File: config.mk
export PLATFORM = sky130hd
export DESIGN_NAME = cam_pixel_packer
export DESIGN_NICKNAME = d
export VERILOG_FILES = /design/src/rtl/cam_pixel_packer.sv
export SDC_FILE = /design/constraint.sdc
export NUM_CORES = 1
export LEC_CHECK = 0
export CAP_MARGIN = 20
export CORE_MARGIN = 5
export CORE_UTILIZATION = 35
export CTS_CLUSTER_DIAMETER = 30
export DETAILED_ROUTE_END_ITERATION = 10
export HOLD_SLACK_MARGIN = 0.06
export PLACE_DENSITY = 0.58
export REMOVE_ABC_BUFFERS = 1
export SLEW_MARGIN = 30
export SYNTH_ARGS = -nofsm -noshare
export SYNTH_HDL_FRONTEND = slang
export SYNTH_SLANG_ARGS = --single-unit
File: constraint.sdc
create_clock -name clk -period 5.1 [get_ports clk]
set_input_delay 1.02 -clock clk [delete_from_list [all_inputs] [get_ports clk]]
set_output_delay 1.02 -clock clk [all_outputs]
set_load 0.02 [all_outputs]
File: src/rtl/cam_pixel_packer.sv
// ============================================================================
// Module   : cam_pixel_packer
// Purpose  : Camera byte capture, RGB565 pair packing into 32-bit words and a
//            small elastic FIFO toward the frame buffer write port.
// Revision : 1.0
// ============================================================================
`timescale 1ns/1ps
`default_nettype none

module cam_pixel_packer #(
    parameter int DATA_WIDTH = 32,
    parameter int H_ACTIVE   = 640,
    parameter int V_ACTIVE   = 480,
    parameter int FIFO_DEPTH = 4
) (
    input  logic                  clk,
    input  logic                  reset,
    input  logic                  vsync,
    input  logic                  href,
    input  logic [7:0]            cam_data,
    input  logic                  wr_rdy,
    output logic                  wr_en_in,
    output logic [DATA_WIDTH-1:0] wr_data,
    output logic                  frame_done,
    output logic                  frame_err,
    output logic                  ovf
);

    localparam int LINE_W = $clog2(V_ACTIVE + 1);
    localparam int AW     = $clog2(FIFO_DEPTH);
    localparam int PW     = AW + 1;
    localparam logic [LINE_W-1:0] LINE_LAST = LINE_W'(V_ACTIVE);

    generate
        if ((DATA_WIDTH != 32) || (H_ACTIVE < 2) || (V_ACTIVE < 1) ||
            (FIFO_DEPTH < 2) || ((FIFO_DEPTH & (FIFO_DEPTH - 1)) != 0)) begin : g_bad_cfg
            $error("cam_pixel_packer: unsupported parameter set");
        end
    endgenerate

    typedef enum logic [1:0] {
        ST_IDLE   = 2'd0,
        ST_SYNC   = 2'd1,
        ST_ACTIVE = 2'd2
    } state_t;

    state_t                  state_q;
    logic                    vsync_q;
    logic                    href_q;
    logic [LINE_W-1:0]       line_cnt_q;
    logic [1:0]              byte_cnt_q;
    logic [23:0]             pack_q;
    logic                    frame_done_q;
    logic                    frame_err_q;
    logic                    ovf_q;
    logic [PW-1:0]           wr_ptr_q;
    logic [PW-1:0]           rd_ptr_q;
    logic [DATA_WIDTH-1:0]   mem_q [FIFO_DEPTH];

    logic                    w_vs_rise;
    logic                    w_vs_fall;
    logic                    w_href_fall;
    logic [LINE_W-1:0]       w_line_next;
    logic                    w_push;
    logic [DATA_WIDTH-1:0]   w_push_word;
    logic                    w_empty;
    logic                    w_full;
    logic                    w_pop;
    logic                    w_push_ok;

    assign w_vs_rise   = vsync & ~vsync_q;
    assign w_vs_fall   = ~vsync & vsync_q;
    assign w_href_fall = ~href & href_q;
    assign w_line_next = line_cnt_q + 1'b1;

    // An aborting vsync rise wins over a coincident final byte.
    assign w_push      = (state_q == ST_ACTIVE) & ~w_vs_rise & href & (byte_cnt_q == 2'd3);
    assign w_push_word = {pack_q, cam_data};

    assign w_empty   = (wr_ptr_q == rd_ptr_q);
    assign w_full    = (wr_ptr_q[AW-1:0] == rd_ptr_q[AW-1:0]) & (wr_ptr_q[AW] != rd_ptr_q[AW]);
    assign w_pop     = ~w_empty & wr_rdy;
    assign w_push_ok = w_push & (~w_full | w_pop);

    always_ff @(posedge clk) begin
        if (reset) begin
            state_q      <= ST_IDLE;
            vsync_q      <= 1'b0;
            href_q       <= 1'b0;
            line_cnt_q   <= '0;
            byte_cnt_q   <= 2'd0;
            pack_q       <= '0;
            frame_done_q <= 1'b0;
            frame_err_q  <= 1'b0;
        end else begin
            vsync_q      <= vsync;
            href_q       <= href;
            frame_done_q <= 1'b0;
            frame_err_q  <= 1'b0;
            case (state_q)
                ST_IDLE: begin
                    if (w_vs_rise) begin
                        state_q <= ST_SYNC;
                    end
                end
                ST_SYNC: begin
                    if (w_vs_fall) begin
                        state_q    <= ST_ACTIVE;
                        line_cnt_q <= '0;
                        byte_cnt_q <= 2'd0;
                        pack_q     <= '0;
                    end
                end
                ST_ACTIVE: begin
                    if (w_vs_rise) begin
                        frame_err_q <= 1'b1;
                        byte_cnt_q  <= 2'd0;
                        state_q     <= ST_SYNC;
                    end else if (href) begin
                        case (byte_cnt_q)
                            2'd0:    pack_q[23:16] <= cam_data;
                            2'd1:    pack_q[15:8]  <= cam_data;
                            2'd2:    pack_q[7:0]   <= cam_data;
                            default: pack_q        <= pack_q;
                        endcase
                        byte_cnt_q <= byte_cnt_q + 2'd1;
                    end else if (w_href_fall) begin
                        // Any partial word left in pack_q is simply abandoned.
                        byte_cnt_q <= 2'd0;
                        line_cnt_q <= w_line_next;
                        if (w_line_next == LINE_LAST) begin
                            frame_done_q <= 1'b1;
                            state_q      <= ST_IDLE;
                        end
                    end
                end
                default: begin
                    state_q <= ST_IDLE;
                end
            endcase
        end
    end

    always_ff @(posedge clk) begin
        if (reset) begin
            wr_ptr_q <= '0;
            rd_ptr_q <= '0;
            ovf_q    <= 1'b0;
        end else begin
            if (w_push_ok) begin
                wr_ptr_q <= wr_ptr_q + 1'b1;
            end
            if (w_pop) begin
                rd_ptr_q <= rd_ptr_q + 1'b1;
            end
            if (w_push & w_full & ~w_pop) begin
                ovf_q <= 1'b1;
            end
        end
    end

    // Storage needs no reset: the pointers alone define what is valid.
    always_ff @(posedge clk) begin
        if (w_push_ok) begin
            mem_q[wr_ptr_q[AW-1:0]] <= w_push_word;
        end
    end

    assign wr_en_in   = w_empty;
    assign wr_data    = w_empty ? '0 : mem_q[rd_ptr_q[AW-1:0]];
    assign frame_done = frame_done_q;
    assign frame_err  = frame_err_q;
    assign ovf        = ovf_q;

endmodule

`default_nettype wire

# After elaboration in Yosys (flattened, before gate mapping)
# Memory sizes are Yosys's and may differ from the RTL's. A register that Yosys moved wholly into a read port is not among the register bits.
# Cells that the tools add are included.
[totals]
ff_bits = 48
latchBits = 0
mem_bits_rw = 128
rom_bits = 0
out_inout_bits = 36
wordCells = 103
n_memories = 1
[mem_list]
columns = ["name", "depth", "word_bits", "read_ports", "rd_ports_with_merged_regs", "wr", "line_no", "rtl"]
rows = [
  ["mem_q", 4, 32, 1, 1, 1, "58", "logic [DATA_WIDTH-1:0] mem_q [FIFO_DEPTH];"],
]
[classes]
add_sub_neg = 4
multipliers = 0
div = 0
order_cmp = 0
n_eq_ne = 22
shift = 0
n_mux = 31
bitwise = 21
reduce_logical = 11
[ops]
columns = ["operator", "count"]
rows = [
  ["24-bit 2-to-1 mux", 3],
  ["24-bit case mux with 2 select lines", 1],
  ["9-bit 2-to-1 mux", 4],
  ["32-bit 2-to-1 mux", 1],
  ["5-bit AND reduction", 5],
  ["2-bit 2-to-1 mux", 12],
  ["8-bit 2-to-1 mux", 3],
  ["9-bit case mux with 2 select lines", 1],
  ["2-bit != test, second input constant", 6],
  ["1-bit bitwise AND", 11],
  ["9-bit by 1-bit adder with 9-bit output, second input constant", 1],
  ["9-bit == test, second input constant", 1],
  ["1-bit inverter", 9],
  ["3-bit by 1-bit adder with 3-bit output, second input constant", 2],
  ["2-bit == test, second input constant", 3],
  ["2-bit by 1-bit != test with 1-bit output, second input constant", 3],
  ["3-bit != test, second input constant", 2],
  ["2-bit case mux with 3 select lines", 1],
  ["5-bit OR reduction", 1],
  ["2-bit by 1-bit == test with 1-bit output, second input constant", 2],
  ["2-bit zero test", 2],
  ["1-bit 2-to-1 mux", 4],
  ["4-bit != test, second input constant", 1],
  ["2-bit case mux with 2 select lines", 1],
  ["9 further kinds", 9],
]

# Longest topological paths before layout
[depth]
depth_word = 9
depth_mapped = 9
mapped_depth_nobuf = 8

# Least setup slack after synthesis
# No wires, ideal clock.
[synth_path]
path_type = "input-to-reg"
from = "input port vsync"
to = "memory mem_q[3][0] (enable)"
setup_ns = 0.394
arrival_ns = 2.545
t_required_ns = 4.706
path_slack_ns = 2.162
cell_stages = 5
n_path_buf = 1
cell_sequence = "nor2b_1 nor2_1 and3b_1 clkbuf_1 and2_1"
[synth_between]
elab_chain_cells = 8
[synth_lines]
columns = ["element", "line_no", "rtl"]
rows = [
  ["from (decl)", "18", "input logic vsync,"],
  ["1-bit bitwise AND", "71", "assign w_vs_rise = vsync & ~vsync_q;"],
  ["1-bit inverter", "77", "assign w_push = (state_q == ST_ACTIVE) & ~w_vs_rise & href & (byte_cnt_q == 2'd3);"],
  ["1-bit bitwise AND (3 in a row)", "77", ""],
  ["1-bit bitwise AND", "83", "assign w_push_ok = w_push & (~w_full | w_pop);"],
  ["1-bit 2-to-1 mux", "164", "if (w_push_ok) begin"],
  ["1-bit 2-to-1 mux (not written as such)", "165", "mem_q[wr_ptr_q[AW-1:0]] <= w_push_word;"],
  ["to (decl)", "58", ""],
]
# Every way passes these cells.

==> metrics <==
number of enable-type register cells in the synthesized netlist=128; routability cong.=roughly 0.76; post-route minimum period=3830 ps; gr usage total=12.3%; total number of clock tree sinks=178; unrepaired setup endpoints after global routing=no; Switching Power=0.000675 W; switching part of the total=22.4%; start-to-end type of the worst setup path=reg -> out; area of the mapped netlist=7300 µm²; Synth Warn #=0; Hold Path Origin=pack_q[13]$_SDFFE_PP0P_; Layout Skew=10.5 ps; antenna diode count=0; Period Utilization, post-route=roughly three quarters; result of the run=complete, no violations; core area=roughly 20000 µm²; overflow left after global routing=0; Filler cells=1831; Die Span X=154 µm; sequential group share of total power=51.5%; startpoint of the worst-slack reg-to-reg timing path=state_q[0]$_SDFFE_PP0P_; PD cells=348 nW/µm²; number of cells on the worst hold path=0; end of the worst register-to-register path=mem_q[2][28]$_DFFE_PP_; area enclosed by the die boundary=23800 µm²; WHS Endpoint=mem_q[2][21]$_DFFE_PP_; flop2flop setup slack=2400 ps; max-slew violation count=0; Remaining DRCs=0; Post-CTS Hold Buffers=0; most area-consuming cells after synthesis=edfxtp_1 53%, dfxtp_1 14%, mux4_2 9.9%; total negative setup slack=0 ps; Max Clk Rate=0.261 GHz; htree depth=4; portion of total power attributed to combinational logic=6.4%; Clock Tree Buf Depth=2; Worst-Margin Slew=889 ps; clock share of power=42.1%; clk slew on worst S/H paths=around 70 ps; signed area change from the synthesized netlist to the final layout=18.7%; tightest slew margin relative to the limit=40.7%; number of buffers created by CTS=17; share of the synthesized area in the top cell type=52.7%; number of instances in the synthesized netlist=~480; Starting Density=35.8%; Data required, critical path=4080 ps; mean post-synth cell area=approximately 15 µm²; crit start category=flip-flop; root buffer cell=clkbuf_16; reported leakage power=2.90 nW; final number of hold-violating endpoints=0; fraction of layout instances using a drive strength above 1=15.3%; Primary FF master, synth=edfxtp_1; router iterations before antenna repair=4; die height=154 µm; first-pass GRT wire length=between 20000 and 25000 µm; number of port buffers=48; buffers inserted during post-CTS setup optimization=0; antenna violation net count after detailed routing=0; total half-perimeter wirelength after legalization and detailed placement=8460 µm; Setup Slack @ Placement=1600 ps; number of rows created at floorplan=52; Ports=49; post-synthesis sequential element count=178; via count of the first global-routing pass=4179; post-synthesis cell type with the largest combined area=edfxtp_1; Cell variety after synth=50; Setup crit end kind=primary output; CTS tree=done; routed wire length=14000 µm; layout net count=558; worst setup slack after layout=1270 ps; latest clock arrival within the worst-skew pair=approximately 420 ps; worst hold-check path type=reg -> reg; average via count per standard cell=just under 5; peak supply drop=0.242 mV; number of gates resized after cts=0; R2R cell count=7; DRT iter0 DRCs=254; detail-routed net length per standard cell=17.3 µm; max-cap violations=0; maximum number of pins on one net before global-route repair=51; number of vias in the routed layout=between 3000 and 4000; maximum fanout along the worst path=20; Arrival @ worst endpoint=2810 ps; post-route total power=slightly above 0.003 W; antenna violations before repair=2; Setup violations, final=0; Seq/Total Area, Yosys=66.4%; Synth async-reset ratio=0%; total internal power=between 0.002 and 0.0025 W
==> cell usage after synthesis, types with 2 or more instances <==
cell	instances
and2_1	14
nor2_1	51
edfxtp_1	128
buf_2	3
nand2b_1	3
xnor2_1	4
ha_1	16
nand2_1	18
inv_1	9
nor2b_1	37
clkbuf_1	15
nor3_1	3
mux2i_1	27
a22oi_1	4
a21oi_1	7
mux4_2	32
and3_1	3
a21oi_2	4
o21ai_0	3
dfxtp_1	50
nand3_1	9
a31oi_1	2
xor2_1	3
o31ai_1	3
buf_1	2
or3_1	2
==> worst max-delay path, stage by stage, from the launching register on <==
cell             delay, ps
dfxtp_2                630
buf_4                  460
mux4_2                 550
nor2b_1                170
clkdlybuf4s50_1        560
==> metal layers <==
layer,routed length [µm],global-route usage [%]
met1,6210,15.1
met3,571,3.66
met5,27,0
met2,7070,20.7
met4,143,3.95
==> power groups by stage <==
| stage | logic [W] | registers [W] | clock network (W) |
|---|---|---|---|
| after global placement | 0.000188 | 0.00158 | 0 |
| after CTS | 0.000195 | 0.00155 | 0.00130 |
| final | 0.000193 | 0.00155 | 0.00127 |
| after floorplan | 0.000128 | 0.00158 | 0 |
| after global routing | 0.000217 | 0.00155 | 0.00136 |
| after detailed placement | 0.000194 | 0.00159 | 0 |
==> sequential cells by signal, summed over array words and instances, names as in the netlist, named ones only <==
| register | flops |
|---|---|
| wr_ptr_q | 3 |
| pack_q | 24 |
| frame_err | 1 |
| frame_done | 1 |
| rd_ptr_q | 3 |
| href_q | 1 |
| state_q | 2 |
| ovf | 1 |
| vsync_q | 1 |
| byte_cnt_q | 2 |
| line_cnt_q | 9 |
| mem_q | 128 |
==> worst max path at each step <==
| stage | end | cells after the start | slack, ps | start |
|---|---|---|---|---|
| after global placement | wr_data[8] | 4 | 1630 | flip-flop |
| after floorplan | wr_data[0] | 2 | 1800 | flip-flop |
| after detailed placement | wr_data[12] | 4 | 1600 | flip-flop |
| final | wr_data[12] | 4 | 1270 | flip-flop |
| after global routing | wr_data[21] | 4 | 1020 | flip-flop |
| after CTS | wr_data[12] | 4 | 1150 | flip-flop |
==> cells by family (layout without fill, tap and decap cells) <==
logic type,Yosys count,in the layout,synth area share [%]
XOR/XNOR,7,7,0.840
AO/OA/AOI/OAI,38,38,4.29
AND/OR/NAND/NOR,147,147,10.4
adder cells (fa/ha/maj),17,17,2.88
buffers and inverters,30,96,1.70
multiplexers,59,59,13.6
flip-flops,178,178,66.4
==> cell type report <==
type / count / area [µm²] / share of cell area, %
Timing Repair Buffer: 55 / 531 / 6.12
Clock buffer: 19 / 433 / 4.99
Multi-Input combinational cell: 268 / 2340 / 27.0
Tap cell: 270 / 338 / 3.90
Sequential cell: 178 / 4850 / 55.9
Inverter: 9 / 33.8 / 0.390
Clock inverter: 13 / 146 / 1.69
==> per-stage QoR <==
step	hold WS, ps	cell area [µm²]	instances	utilization (%)
global placement	474	8080	780	39.7
CTS	509	8660	812	42.5
floorplan	460	7210	455	-
detailed placement	493	8090	780	39.7
global route	522	8670	812	42.6
finish	507	8670	812	42.6
==> placed cells by master (no fill, tap or decap), drive strengths merged, types with 2 or more instances in the layout <==
| cell type | n |
|---|---|
| ha | 16 |
| nor2b | 37 |
| clkinvlp | 2 |
| dfxtp | 50 |
| or3 | 2 |
| nand2b | 3 |
| bufinv | 2 |
| mux2i | 27 |
| and3 | 3 |
| nor3 | 3 |
| a22oi | 4 |
| o21ai | 4 |
| inv | 15 |
| and2 | 14 |
| clkdlybuf4s50 | 47 |
| xnor2 | 4 |
| xor2 | 3 |
| o31ai | 3 |
| nor3b | 2 |
| a21oi | 11 |
| nand3 | 9 |
| buf | 8 |
| clkinv | 3 |
| nand2 | 18 |
| mux4 | 32 |
| a31oi | 3 |
| nor2 | 52 |
| edfxtp | 128 |
| clkbuf | 19 |
| a21boi | 3 |
Note: power is estimated with default switching activity, not from simulation.
